### config.mk
export PLATFORM = sky130hd
export DESIGN_NAME = fwd_hazard_unit
export DESIGN_NICKNAME = d
export VERILOG_FILES = /design/src/rtl/fwd_pkg.sv /design/src/rtl/fwd_src_sel.sv /design/src/rtl/fwd_hazard_unit.sv
export SDC_FILE = /design/constraint.sdc
export NUM_CORES = 1
export LEC_CHECK = 0
export CORE_UTILIZATION = 45
export CTS_BUF_LIST = sky130_fd_sc_hd__clkbuf_4 sky130_fd_sc_hd__clkbuf_8
export CTS_CLUSTER_DIAMETER = 150
export DETAILED_ROUTE_END_ITERATION = 12
export HOLD_SLACK_MARGIN = 0.15
export PLACE_DENSITY = 0.68
export SYNTH_ARGS = -nofsm -noshare
export SYNTH_HDL_FRONTEND = slang
export SYNTH_SLANG_ARGS = --single-unit
export TNS_END_PERCENT = 10
### constraint.sdc
create_clock -name clk -period 6 [get_ports clk]
set_input_delay 1.8 -clock clk [delete_from_list [all_inputs] [get_ports clk]]
set_output_delay 1.8 -clock clk [all_outputs]
set_load 0.005 [all_outputs]
### src/rtl/fwd_pkg.sv
// ----------------------------------------------------------------------------
// fwd_pkg
// Shared types and helpers for the forwarding / load-use hazard unit.
//   FWD_RF / FWD_MEM / FWD_WB : EX operand select encodings
//   stage_tag_t               : in-flight register tag held per pipeline stage
//   isZeroReg()               : true when an address names the hardwired zero reg
//   stageMatch()              : forwarding match term for one stage vs one source
// ----------------------------------------------------------------------------
package fwd_pkg;

    // EX operand select encodings; 2'b11 is never produced.
    localparam logic [1:0] FWD_RF  = 2'b00;
    localparam logic [1:0] FWD_MEM = 2'b10;
    localparam logic [1:0] FWD_WB  = 2'b01;

    // Tag address width. Register addresses (REG_AW) are zero-extended into this,
    // so REG_AW must not exceed TAG_AW.
    localparam int unsigned TAG_AW = 8;

    typedef struct packed {
        logic              valid;
        logic [TAG_AW-1:0] dst;
        logic              wr;
        logic              load;
    } stage_tag_t;

    localparam stage_tag_t TAG_BUBBLE = '0;

    function automatic logic isZeroReg(input logic [TAG_AW-1:0] addr,
                                       input logic              hardwiredZero);
        return hardwiredZero && (addr == '0);
    endfunction

    function automatic logic stageMatch(input stage_tag_t        tag,
                                        input logic [TAG_AW-1:0] addr,
                                        input logic              hardwiredZero);
        return tag.valid && tag.wr && !isZeroReg(tag.dst, hardwiredZero) &&
               (tag.dst == addr);
    endfunction

endpackage

### src/rtl/fwd_src_sel.sv
// ----------------------------------------------------------------------------
// fwd_src_sel
// Forwarding select for a single EX source operand.
// Ports:
//   srcAddr_i  : source register address held in EX
//   srcUsed_i  : the operand is actually read
//   exValid_i  : EX holds a real instruction
//   memTag_i   : tag of the instruction in MEM
//   wbTag_i    : tag of the instruction in WB
//   sel_o      : FWD_MEM, FWD_WB or FWD_RF
// ----------------------------------------------------------------------------
module fwd_src_sel
    import fwd_pkg::*;
#(
    parameter int unsigned REG_AW         = 5,
    parameter int unsigned HARDWIRED_ZERO = 1
) (
    input  logic [REG_AW-1:0] srcAddr_i,
    input  logic              srcUsed_i,
    input  logic              exValid_i,
    input  stage_tag_t        memTag_i,
    input  stage_tag_t        wbTag_i,
    output logic [1:0]        sel_o
);

    localparam logic HzBit = (HARDWIRED_ZERO != 0);

    logic [TAG_AW-1:0] srcTag;
    logic              memHit;
    logic              wbHit;

    assign srcTag = TAG_AW'(srcAddr_i);
    assign memHit = stageMatch(memTag_i, srcTag, HzBit);
    assign wbHit  = stageMatch(wbTag_i, srcTag, HzBit);

    // Load flags only matter for the stall path, not for selection.
    logic unusedLoad;
    assign unusedLoad = memTag_i.load ^ wbTag_i.load;

    // MEM is checked first: it holds the younger producer.
    always_comb begin
        sel_o = FWD_RF;
        if (exValid_i && srcUsed_i) begin
            if (memHit) begin
                sel_o = FWD_MEM;
            end else if (wbHit) begin
                sel_o = FWD_WB;
            end
        end
    end

endmodule

### src/rtl/fwd_hazard_unit.sv
// ----------------------------------------------------------------------------
// fwd_hazard_unit
// Forwarding and load-use hazard unit for the 5-stage pipeline. Tracks a shadow
// pipeline of register tags (EX, MEM, WB) fed from ID and produces per-operand
// EX forwarding selects plus the ID-stage load-use stall.
//
// Build option: define FWD_PERF_CNT_EN to add saturating 32-bit counters
//   perf_stall_cnt (un-held stall cycles) and perf_fwd_cnt (un-held cycles
//   with any operand forwarded).
//
// Ports:
//   clk, rst_n      : clock, asynchronous active-low reset
//   id_valid        : ID holds a real instruction
//   id_src_addr     : source addresses, operand i at [i*REG_AW +: REG_AW]
//   id_src_used     : operand i is read
//   id_dst_addr     : destination register
//   id_reg_write    : instruction writes the register file
//   id_is_load      : instruction is a load
//   pipe_hold       : global freeze
//   pipe_flush      : squash ID/EX
//   hazard_stall    : hold PC and IF/ID, bubble into ID/EX
//   fwd_sel         : per-operand EX select, operand i at [2i +: 2]
// ----------------------------------------------------------------------------
module fwd_hazard_unit
    import fwd_pkg::*;
#(
    parameter int unsigned NUM_SRC        = 2,
    parameter int unsigned REG_AW         = 5,
    parameter int unsigned HARDWIRED_ZERO = 1
) (
    input  logic                      clk,
    input  logic                      rst_n,
    input  logic                      id_valid,
    input  logic [NUM_SRC*REG_AW-1:0] id_src_addr,
    input  logic [NUM_SRC-1:0]        id_src_used,
    input  logic [REG_AW-1:0]         id_dst_addr,
    input  logic                      id_reg_write,
    input  logic                      id_is_load,
    input  logic                      pipe_hold,
    input  logic                      pipe_flush,
    output logic                      hazard_stall,
    output logic [NUM_SRC*2-1:0]      fwd_sel
`ifdef FWD_PERF_CNT_EN
    ,
    output logic [31:0]               perf_stall_cnt,
    output logic [31:0]               perf_fwd_cnt
`endif
);

    localparam logic HzBit = (HARDWIRED_ZERO != 0);

    stage_tag_t                          ex_q;
    stage_tag_t                          mem_q;
    stage_tag_t                          wb_q;
    logic [NUM_SRC-1:0][REG_AW-1:0]      exSrcAddr_q;
    logic [NUM_SRC-1:0]                  exSrcUsed_q;

    stage_tag_t                          idTag;
    logic [NUM_SRC-1:0][REG_AW-1:0]      idSrcAddr;

    assign idTag = '{valid: id_valid,
                     dst:   TAG_AW'(id_dst_addr),
                     wr:    id_reg_write,
                     load:  id_is_load};

    always_comb begin
        idSrcAddr = '0;
        for (int i = 0; i < int'(NUM_SRC); i++) begin
            idSrcAddr[i] = id_src_addr[i*REG_AW +: REG_AW];
        end
    end

    // ------------------------------------------------------------------
    // Shadow tag pipeline
    // ------------------------------------------------------------------
    // A flush squashes EX even while frozen; MEM/WB still respect the hold.
    always_ff @(posedge clk or negedge rst_n) begin
        if (!rst_n) begin
            ex_q        <= TAG_BUBBLE;
            mem_q       <= TAG_BUBBLE;
            wb_q        <= TAG_BUBBLE;
            exSrcAddr_q <= '0;
            exSrcUsed_q <= '0;
        end else if (pipe_flush) begin
            ex_q        <= TAG_BUBBLE;
            exSrcAddr_q <= '0;
            exSrcUsed_q <= '0;
            if (!pipe_hold) begin
                mem_q <= ex_q;
                wb_q  <= mem_q;
            end
        end else if (pipe_hold) begin
            ex_q  <= ex_q;
            mem_q <= mem_q;
            wb_q  <= wb_q;
        end else if (hazard_stall) begin
            ex_q        <= TAG_BUBBLE;
            exSrcAddr_q <= '0;
            exSrcUsed_q <= '0;
            mem_q       <= ex_q;
            wb_q        <= mem_q;
        end else begin
            ex_q        <= idTag;
            exSrcAddr_q <= idSrcAddr;
            exSrcUsed_q <= id_src_used;
            mem_q       <= ex_q;
            wb_q        <= mem_q;
        end
    end

    // ------------------------------------------------------------------
    // Per-operand forwarding selects
    // ------------------------------------------------------------------
    for (genvar i = 0; i < int'(NUM_SRC); i++) begin : gen_src
        fwd_src_sel #(
            .REG_AW         (REG_AW),
            .HARDWIRED_ZERO (HARDWIRED_ZERO)
        ) u_src_sel (
            .srcAddr_i (exSrcAddr_q[i]),
            .srcUsed_i (exSrcUsed_q[i]),
            .exValid_i (ex_q.valid),
            .memTag_i  (mem_q),
            .wbTag_i   (wb_q),
            .sel_o     (fwd_sel[2*i +: 2])
        );
    end

    // ------------------------------------------------------------------
    // Load-use stall
    // ------------------------------------------------------------------
    logic exLoadLive;
    logic loadUseHit;

    // A load in EX only hazards if its result is a real register write.
    assign exLoadLive = ex_q.valid && ex_q.load && ex_q.wr && !isZeroReg(ex_q.dst, HzBit);

    always_comb begin
        loadUseHit = 1'b0;
        for (int i = 0; i < int'(NUM_SRC); i++) begin
            if (id_src_used[i] && (TAG_AW'(idSrcAddr[i]) == ex_q.dst)) begin
                loadUseHit = 1'b1;
            end
        end
    end

    // Level signal: stays high through a hold; the bubble is only inserted on
    // the first un-held edge, after which EX no longer holds the load.
    assign hazard_stall = id_valid && !pipe_flush && exLoadLive && loadUseHit;

    // ------------------------------------------------------------------
    // Optional performance counters
    // ------------------------------------------------------------------
`ifdef FWD_PERF_CNT_EN
    logic [31:0] stallCnt_q;
    logic [31:0] fwdCnt_q;
    logic        anyFwd;

    assign anyFwd = |fwd_sel;

    always_ff @(posedge clk or negedge rst_n) begin
        if (!rst_n) begin
            stallCnt_q <= '0;
            fwdCnt_q   <= '0;
        end else if (!pipe_hold) begin
            if (hazard_stall && (stallCnt_q != '1)) begin
                stallCnt_q <= stallCnt_q + 32'd1;
            end
            if (anyFwd && (fwdCnt_q != '1)) begin
                fwdCnt_q <= fwdCnt_q + 32'd1;
            end
        end
    end

    assign perf_stall_cnt = stallCnt_q;
    assign perf_fwd_cnt   = fwdCnt_q;
`else
    // No counters in this build.
`endif

endmodule

# --- Word level (Yosys, flattened, before mapping) ---
# Index checks and enable logic that the tools add are counted.
word_totals:
  ff_bits: 43
  inputBits: 24
  output_inout_bits: 5
  elab_cells: 62
classes:
  n_eq_ne: 7
  mux: 17
  reduce_logical: 25
op_table:
  columns: ["op", "count"]
  rows:
  - ["2-to-1 mux 11 bit", 3]
  - ["== test 8 x 5 -> 1 bit", 4]
  - ["2-to-1 mux 10 bit", 3]
  - ["zero test 8 bit", 3]
  - ["logical AND 1 bit", 18]
  - ["== test 5 x 8 -> 1 bit", 2]
  - ["2-to-1 mux 2 bit", 7]
  - ["zero test 1 bit", 4]
  - ["2-to-1 mux 1 bit", 4]
  - ["inequality test 2 x 1 -> 1 bit (second input constant)", 1]

# --- Depth between registers and ports, before layout ---
logic_depth:
  depth_word: 8
  depth_mapped: 5
  ltp_nobuf: 4

# --- Hierarchy ---
# A second synthesis with hierarchy kept.
unflattened:
  hier_cells: 220
  hier_area_um2: 2213.4
modules_own_cells:
  columns: ["mod", "area_per_inst_um2", "cells_per_inst", "instances", "seq_area_each_um2"]
  rows:
  - ["fwd_hazard_unit", 1868.0, 170, 1, 900.9]
  - ["fwd_src_sel", 172.7, 25, 2, 0.0]

# --- Least setup slack after synthesis ---
# No wires, ideal clock.
synth_timing:
  path_kind: "input-to-output"
  startpoint: "in id_src_addr[5]"
  endpoint: "out hazard_stall"
  stages: 5
  required_ns: 4.200
  path_buffers: 1
  setup_slack_ns: 1.639
  arrival_time_ns: 2.561
  path_cell_list: "xnor2_1 nand4_1 o22a_1 clkbuf_1 nor2_1"
synth_via:
  elab_chain_len: 4
synth_lines:
  columns: ["item", "line", "text"]
  rows:
  - ["start: declaration", "fwd_hazard_unit.sv:34", "input logic [NUM_SRC*REG_AW-1:0] id_src_addr,"]
  - ["== test 5 x 8 -> 1 bit", "fwd_hazard_unit.sv:140", "if (id_src_used[i] && (TAG_AW'(idSrcAddr[i]) == ex_q.dst)) begin"]
  - ["logical AND 1 bit", "fwd_hazard_unit.sv:140", null]
  - ["2-to-1 mux 1 bit", "fwd_hazard_unit.sv:140", null]
  - ["logical AND 1 bit", "fwd_hazard_unit.sv:148", "assign hazard_stall = id_valid && !pipe_flush && exLoadLive && loadUseHit;"]
  - ["end: declaration", "fwd_hazard_unit.sv:41", "output logic hazard_stall,"]
# No other way between the ends.

# --- Worst setup path in the final report ---
layout_timing:
  startpoint: "in pipe_flush"
  endpoint: "out hazard_stall"
layout_via:
  elab_chain_len: 4
layout_lines:
  columns: ["item", "line", "text"]
  rows:
  - ["start: declaration", "fwd_hazard_unit.sv:40", "input logic pipe_flush,"]
  - ["zero test 1 bit", "fwd_hazard_unit.sv:148", null]
  - ["logical AND 1 bit (3 in series)", "fwd_hazard_unit.sv:148", null]
# No other way between the ends.

==> results.ini <==
[synth]
ys_warn_count = 0
synthArstFlopShare_pct = 100
yosys_most_used_dff = dfrtp_1
synth_area_um2 = 2030
avgSynthCellArea_um2 = 11.4
syn-num-nets = 202
yosys_register_bits = 34
ys_seq_area_share_pct = 41.8
synth_largest_area_cell = dfrtp_1
yosysUniqueCellTypes = 28
synth_top_cell_area_share_pct = 41.8
netlist_instances = 178
synth_edf_count = 0
synthTopCellsByArea = dfrtp_1 42%, mux2_2 7.8%, xnor2_1 7.8%

[drt]
drcViolationCount = 0
firstDrtPassIters = 4
drt-initial-drc-count = 90
antenna_left = 0
routed_wl_um = 4750
route.detailed.wl_per_inst_um = 18.4
dr_total_vias = 1550
vias_per_cell = 6.01

[clocking]
postCtsSetupRepairBufs = 0
hold_buffers = 0
cts_repair_resize_count = 0
clkTransAtPathRegs_ns = 0.07
cts_buffers = 5
clkLatencyLatePin_ns = 0.28
clkSinkCount = 34
cts.htree.levels = 2
cts_buffer_depth = 2
clock-root-buffer = clkbuf_8
cts_tree = built

[setup_path]
worst_setup_path_end_kind = primary output
timing.rr.start = ex_q[3]
cpPeakStageDelay_ns = 0.52
cp_data_required_time_ns = 4.20
r2r_setup_slack_ns = 4.05
slowest_stage = clkdlybuf4s50_1
cp-start-kind = input port
cp-startpoint = pipe_flush
cp_common_cell = clkdlybuf4s50_1
path_cells = clkdlybuf4s50_1, nor2b_1, o211ai_4, nor2_1, clkdlybuf4s50_1
critPathKind = input port to primary output
crit_fanout = 21
critPathArrivalTime_ns = 3.48

[power_and_ir_drop]
pwr_density_cell_nw_per_um2 = 253
p_sw_share_pct = 27.6
seqPwrFrac_pct = 47.9
ir_drop_mv = 0.128
p_int_mw = 0.449
switchingPower_mw = 0.171
comb_power_share_pct = 20.4
leakagePower_nw = 1.07
power_frac_clock_pct = 31.7

[layout]
stdcell_area_um2 = 2450
nFillCells = 357
syn2layout_area_growth_pct = 20.7
diodes = 0
layout.nets = 229
seq_area_um2 = 851
drive_gt1_share_pct = 20.9
final_common_cell = dfrtp_1
most-common-layout-cells = 34 x dfrtp_1, 28 x clkdlybuf4s50_1, 20 x nor3b_1
multi_input_area_um2 = 1110
final_cells = 258

[floorplanning]
die_h_um = 69.2
fp.dieW_um = 69.2
ios = 29
dieArea_um2 = 4790
rows = 24
core-area_um2 = 4350
start_util_pct = 46.7

[timing]
min_period_ns = 5.28
clock_skew_ns = 0.00829
drv_slew = 0
setup_viol = 0
max_freq_mhz = 189
hold_violations = 0
rsz0062_at_grt = false
max_slew_margin_pct = 28.8
period_share_pct = 88.0
finalSetupTns_ns = 0
tightestPinTransition_ns = 1.06

[run_status]
status = complete, no violations

[placement]
routabilityCongestion = 0.891
dpl_cell_area_um2 = 2340
dp_hpwl_um = 3420
port_buffers = 28
placed_cells = 250

[job]
max-cap-violations = 0

[global_route]
antenna_found_initial = 0
grt_usage_pct = 21.1
grt_overflow = 0
grt_pass1_vias = 1573
grt_pass1_wl_um = 7940
grt_max_degree = 35

[min_path]
min_from = wb_q[10]
hp-class = flop to flop

## kinds of logic after synthesis
family	Yosys count	share of synthesized area (%)
AO/OA/AOI/OAI	44	19.9
AND/OR/NAND/NOR	43	14.2
flip-flops	34	41.8
XOR/XNOR	30	12.9
multiplexers	14	7.75
buffers and inverters	13	3.32
## worst max-delay path: cells and delay by family
| kind | cells | cell delay [ns] |
|---|---|---|
| compound gates | 1 | 0.27 |
| simple gates | 2 | 0.46 |
| buf+inv | 2 | 0.94 |
## synthesized netlist by cell type, types with 2 or more instances
library cell and instances:
clkbuf_1 6, xnor2_1 18, nor3b_1 20, a22o_1 6, a21o_2 14, a32o_1 13, buf_6 2, a21o_1 6
buf_2 3, nor3_1 2, nand4_1 4, nand3_1 2, xor2_1 12, dfrtp_1 34, nand2_1 2, nor4_1 4
or4_1 2, o211ai_1 2, and3_1 3, nor2b_1 2, mux2_2 14
## registers in the layout (all words and copies together) (netlist names)
| register | count |
|---|---|
| exSrcAddr_q | 10 |
| ex_q | 8 |
| mem_q | 7 |
| wb_q | 7 |
| exSrcUsed_q | 2 |
## final timing paths
path                                  endpoint  cells past startpoint
min in group asynchronous       exSrcUsed_q[1]                      2
max in group asynchronous       exSrcAddr_q[0]                      2
worst max-delay path              hazard_stall                      5
worst min-delay path                  wb_q[10]                      1
worst max register to register  exSrcAddr_q[8]                      4
worst min register to register        wb_q[10]                      1
## through the flow
stage	setup WS [ns]	power, mW	util [%]	hold WS [ns]
4_1_cts	0.716	0.624	56.4	0.513
2_1_floorplan	1.64	0.378	-	0.480
5_1_grt	0.607	0.654	56.4	0.543
3_5_place_dp	0.735	0.428	53.9	0.497
3_3_place_gp	0.771	0.422	53.9	0.493
6_report	0.717	0.620	56.4	0.509
## power groups by stage
stage               clock (mW)  sequential, mW  combinational [mW]
global placement             0           0.301               0.121
floorplan                    0           0.286              0.0920
finish                   0.196           0.297               0.126
detailed placement           0           0.302               0.126
CTS                      0.200           0.297               0.127
global route             0.214           0.301               0.139
## layout make-up
| type | count | share of cell area, % |
|---|---|---|
| well taps | 52 | 2.65 |
| repair buffers | 32 | 12.6 |
| flip-flops and latches | 34 | 34.7 |
| clock buffers | 8 | 4.49 |
| multi-input cells | 131 | 45.4 |
| inverters | 1 | 0.153 |
## per-layer routing
layer / GRT usage, % / vias up / share of wire, %
met3: 4.65 / 6 / 3.8
met2: 35.7 / 43 / 49
met1: 27.4 / 779 / 46
met5: 0 / - / 0
met4: 5.67 / 0 / 1.4
li1: - / 722 / -
Power figures use the tool's default switching activity.
==> RTL edit 1 (same settings) <==
Change the parameter `NUM_SRC` from 2 to 1.
--- a/src/rtl/fwd_hazard_unit.sv
+++ b/src/rtl/fwd_hazard_unit.sv
@@ -24,7 +24,7 @@
 module fwd_hazard_unit
     import fwd_pkg::*;
 #(
-    parameter int unsigned NUM_SRC        = 2,
+    parameter int unsigned NUM_SRC        = 1,
     parameter int unsigned REG_AW         = 5,
     parameter int unsigned HARDWIRED_ZERO = 1
 ) (
Interface: changed (resized fwd_sel, id_src_addr and id_src_used); port bits go from 29 to 21. No check against the original RTL was run, so the function may have changed too.
==> RTL edit 1 against the original RTL <==
- sequential cell count decreased by 6
- largest cell class unchanged
- critical endpoint unchanged
- count of clock-buffer cells in the layout shrank 4
- cell area is 24% lower
- worst setup slack improved by 67 ps
- power shrank 32%
- combinational power shrank 25%
- highest routed layer unchanged
- final cell count decreased by 18%
- routed wire length is 30% lower
- largest power group unchanged
- via count down 19%
- first-iteration DRC count is 20% lower
- area after synthesis fell by 20%
- critical path depth up 1
==> RTL edit 1: results <==
group,metric,value,unit
worst_setup_path,r2r-end,"ex_q[1]",
placement,gp_congestion,0.742,
routing,via_per_inst,5.98,
placement,dp_hpwl,2.33,mm
clock_tree,htree_levels,1,
grt,grt_util_all_layers,0.188,
grt,grt_max_degree,56,
finish,layout-drive-gt1-share,0.194,
finish,fin_nets,184,
routing,vias,1261,
logic_synthesis,synthMuxAreaShare,0.0966,
timing,timing.final.ws_setup,785,ps
timing,skew,9.10,ps
worst_hold_path,hold_end,"wb_q[1]",
run_status,outcome,"complete, no violations",
power_and_ir_drop,vdd_drop_max,0.000115,V
finish,reg.largest.list,"ex_q (8), mem_q (7), wb_q (7)",
worst_setup_path,crit_start,"id_src_used",
logic_synthesis,synth_seq_area_share,0.429,
logic_synthesis,synth.top_cells.by_area,"dfrtp_1 (43%), mux2_2 (9.7%), o41ai_2 (9.0%)",
clock_tree,cts_buffers,3,
routing,wirelength,3.34,mm
power_and_ir_drop,sw_frac_of_total,0.289,
timing,max_slew_margin,0.306,
timing,whs,538,ps
logic_synthesis,syn_inst,152,
placement,port_buffers,20,
routing,first_iter_violations,72,
worst_setup_path,reg2reg_from,"ex_q[5]",
## RTL edit 1: cell types whose count changed after synthesis, moves of 4 or more
cell,change
nor3b_1,-19
xnor2_1,-17
inv_1,+16
a21o_2,-14
a32o_1,-13
a32oi_1,+12
nor3_1,+11
o41ai_2,+9
a21o_1,-6
a22o_1,-6
dfrtp_1,-6
nor2_1,+6
o41ai_1,+4
## RTL edit 1: kinds of logic (layout without fill, tap and decap cells)
kind of cell,Yosys count,after routing
multiplexers,14,14
buffers and inverters,30,43
AND/OR/NAND/NOR,35,35
flip-flops,28,28
XOR/XNOR,10,10
AO/OA/AOI/OAI,35,35
## RTL edit 1: per-layer routing
metal	part of all wire	up-vias	global-route usage
li1	-	602	-
met1	0.48	617	0.256
met2	0.47	38	0.309
met3	0.035	4	0.0202
met4	0.014	0	0.0698
met5	0	-	0
## RTL edit 1: per-stage QoR
step	power [W]	cell area [um^2]
after global routing	0.000446	1870
after CTS	0.000425	1870
after floorplan	0.000303	1630
after detailed placement	0.000335	1830
final	0.000420	1870
after global placement	0.000330	1830
## RTL edit 1: power by group through the flow
stage               clock network, W   logic, W  registers, W
floorplan                          0  0.0000718      0.000232
global placement                   0  0.0000915      0.000238
detailed placement                 0  0.0000955      0.000240
CTS                        0.0000931  0.0000957      0.000236
global route                0.000101   0.000105      0.000240
finish                     0.0000891  0.0000949      0.000236
## RTL edit 1: layout make-up
| type | count | area (um^2) | share of cell area |
|---|---|---|---|
| clock buffers | 4 | 36.3 | 0.0195 |
| multi-input cells | 94 | 797 | 0.427 |
| inverters | 17 | 63.8 | 0.0342 |
| well taps | 46 | 57.6 | 0.0309 |
| flip-flops and latches | 28 | 701 | 0.376 |
| repair buffers | 22 | 210 | 0.113 |
==> RTL edit 2 (same settings) <==
Made on the original files. Add a define of `FWD_PERF_CNT_EN`.
--- a/src/rtl/fwd_hazard_unit.sv
+++ b/src/rtl/fwd_hazard_unit.sv
@@ -21,6 +21,8 @@
 //   hazard_stall    : hold PC and IF/ID, bubble into ID/EX
 //   fwd_sel         : per-operand EX select, operand i at [2i +: 2]
 // ----------------------------------------------------------------------------
+`define FWD_PERF_CNT_EN
+
 module fwd_hazard_unit
     import fwd_pkg::*;
 #(
Check against the original RTL (old outputs only; new: perf_fwd_cnt and perf_stall_cnt): equivalent (equiv_simple and equiv_induct, registers matched by name and starting in step).
==> RTL edit 2 against the original RTL <==
- cell area is 140% higher
- area after synthesis is 130% higher
- via count is 130% higher
- synthesized cell count is 140% higher
- core utilization is 2.1 points higher
- sequential cell count is 64 higher
- combinational power is 6% lower
- worst setup slack worse by 180 ps
- global-route usage hardly changed
- power is 100% higher
- clock skew is 3.2 ps higher
- routed wire length is 130% higher
- largest power group unchanged
==> RTL edit 2: results <==
group,metric,value,unit
run_status,outcome,"complete, no violations",
finish,stdcell_area,6010,um^2
worst_setup_path,arrival,3660,ps
logic_synthesis,synthesis.nets,455,
grt,grt_pass1_wl,18.6,mm
routing,first_pass_iters,5,
worst_setup_path,path_delay_family,"buffers and inverters",
worst_setup_path,max_stage_delay,570,ps
worst_hold_path,hold_class,"reg -> reg",
logic_synthesis,synth.top_cells.by_area,"dfrtp_1 (52%), xnor2_1 (9.4%), xor2_1 (7.4%)",
finish,fin_nets,547,
clock_tree,post_cts_resized,0,
routing,first_iter_violations,167,
logic_synthesis,synth_seq_area_share,0.515,
placement,placed_cell_area,5810,um^2
logic_synthesis,yosysWarnings,0,
logic_synthesis,async_flop_share,1.00,
clock_tree,cts_buffers,9,
routing,wl_per_cell,16.4,um
power_and_ir_drop,vdd_drop_max,0.000108,V
placement,port_buffers,92,
clock_tree,cts_buffer_depth,2,
clock_tree,cts_root_buf,"clkbuf_8",
finish,layout-drive-gt1-share,0.0819,
finish,n_antenna_cell,0,
clock_tree,post_cts_buffers,0,
power_and_ir_drop,p_leak,2.48,nW
clock_tree,clk_pin_slew_worst_paths,90,ps
finish,n_fill_cell,883,
logic_synthesis,synthDistinctLibCells,37,
placement,dp_hpwl,7.74,mm
grt,grt_util_all_layers,0.211,
timing,skew,11.5,ps
logic_synthesis,synth_common_cells,"dfrtp_1 (98), xnor2_1 (51), xor2_1 (40), nand2_1 (36), nand4_1 (24)",
clock_tree,htree_levels,3,
grt,antenna_found_initial,0,
timing,max_slew_margin,0.214,
placement,gp_congestion,0.852,
grt,grt_max_degree,51,
grt,grt_pass1_vias,3668,
worst_setup_path,cp_slowest_cell,"clkdlybuf4s50_1",
routing,via_per_inst,5.50,
logic_synthesis,synth_ff_type,"dfrtp_1",
clock_tree,clk_latency,360,ps
worst_setup_path,crit_fanout,3,
timing,drv_slew,0,
## RTL edit 2: changes by cell type after synthesis, moves of 16 or more
cell and change:
nand2_1 +34, xnor2_1 +33, nor2_1 +16, nor4_1 +17
dfrtp_1 +64, nor3_1 +16, nand3_1 +19, xor2_1 +28
nor3b_1 -20, nand4_1 +20
## RTL edit 2: cell families (layout without fill, tap and decap cells)
group,Yosys count,in the layout,share of synthesized area
AO/OA/AOI/OAI,25,25,0.0455
XOR/XNOR,91,91,0.167
adder cells (fa/ha/maj),2,2,0.00526
buffers and inverters,19,115,0.0173
flip-flops,98,98,0.515
multiplexers,17,17,0.0410
AND/OR/NAND/NOR,177,177,0.208
## RTL edit 2: final cells by class
| type | count | area share |
|---|---|---|
| clock buffer | 11 | 0.0242 |
| timing repair buffer | 96 | 0.157 |
| sequential | 98 | 0.408 |
| tap | 136 | 0.0283 |
| inverter | 4 | 0.00250 |
| clock inverter | 4 | 0.00874 |
| multi-input combinational | 312 | 0.371 |
## RTL edit 2: per-stage QoR
stage | setup slack [ps] | cells
global placement | 557 | 646
global route | 406 | 661
finish | 536 | 661
detailed placement | 528 | 646
CTS | 511 | 661
floorplan | 1780 | 429
## RTL edit 2: worst paths after layout
| kind | start | end | slack (ps) | cells after the start |
|---|---|---|---|---|
| hold / removal | perf_stall_cnt[8] | perf_stall_cnt[8] | 500 | 1 |
| min in group asynchronous | rst_n | perf_fwd_cnt[24] | 1450 | 1 |
| max in group asynchronous | rst_n | ex_q[0] | 3480 | 2 |
| hold reg to reg | perf_stall_cnt[8] | perf_stall_cnt[8] | 500 | 1 |
| setup reg to reg | mem_q[4] | perf_fwd_cnt[2] | 2990 | 8 |
| setup / recovery | id_src_addr[6] | hazard_stall | 540 | 6 |
## RTL edit 2: where the power goes
part           leakage [nW]  internal [W]  switching (W)  total [W]
Combinational          1.11     0.0000686      0.0000508   0.000119
Clock                0.0911      0.000207       0.000219   0.000426
Sequential             1.28      0.000685      0.0000366   0.000722
## RTL edit 2: routing by layer
layer / part of all wire / track usage
met3: 0.075 / 0.0512
met1: 0.45 / 0.286
met4: 0.016 / 0.0765
met2: 0.46 / 0.331
met5: 0 / 0
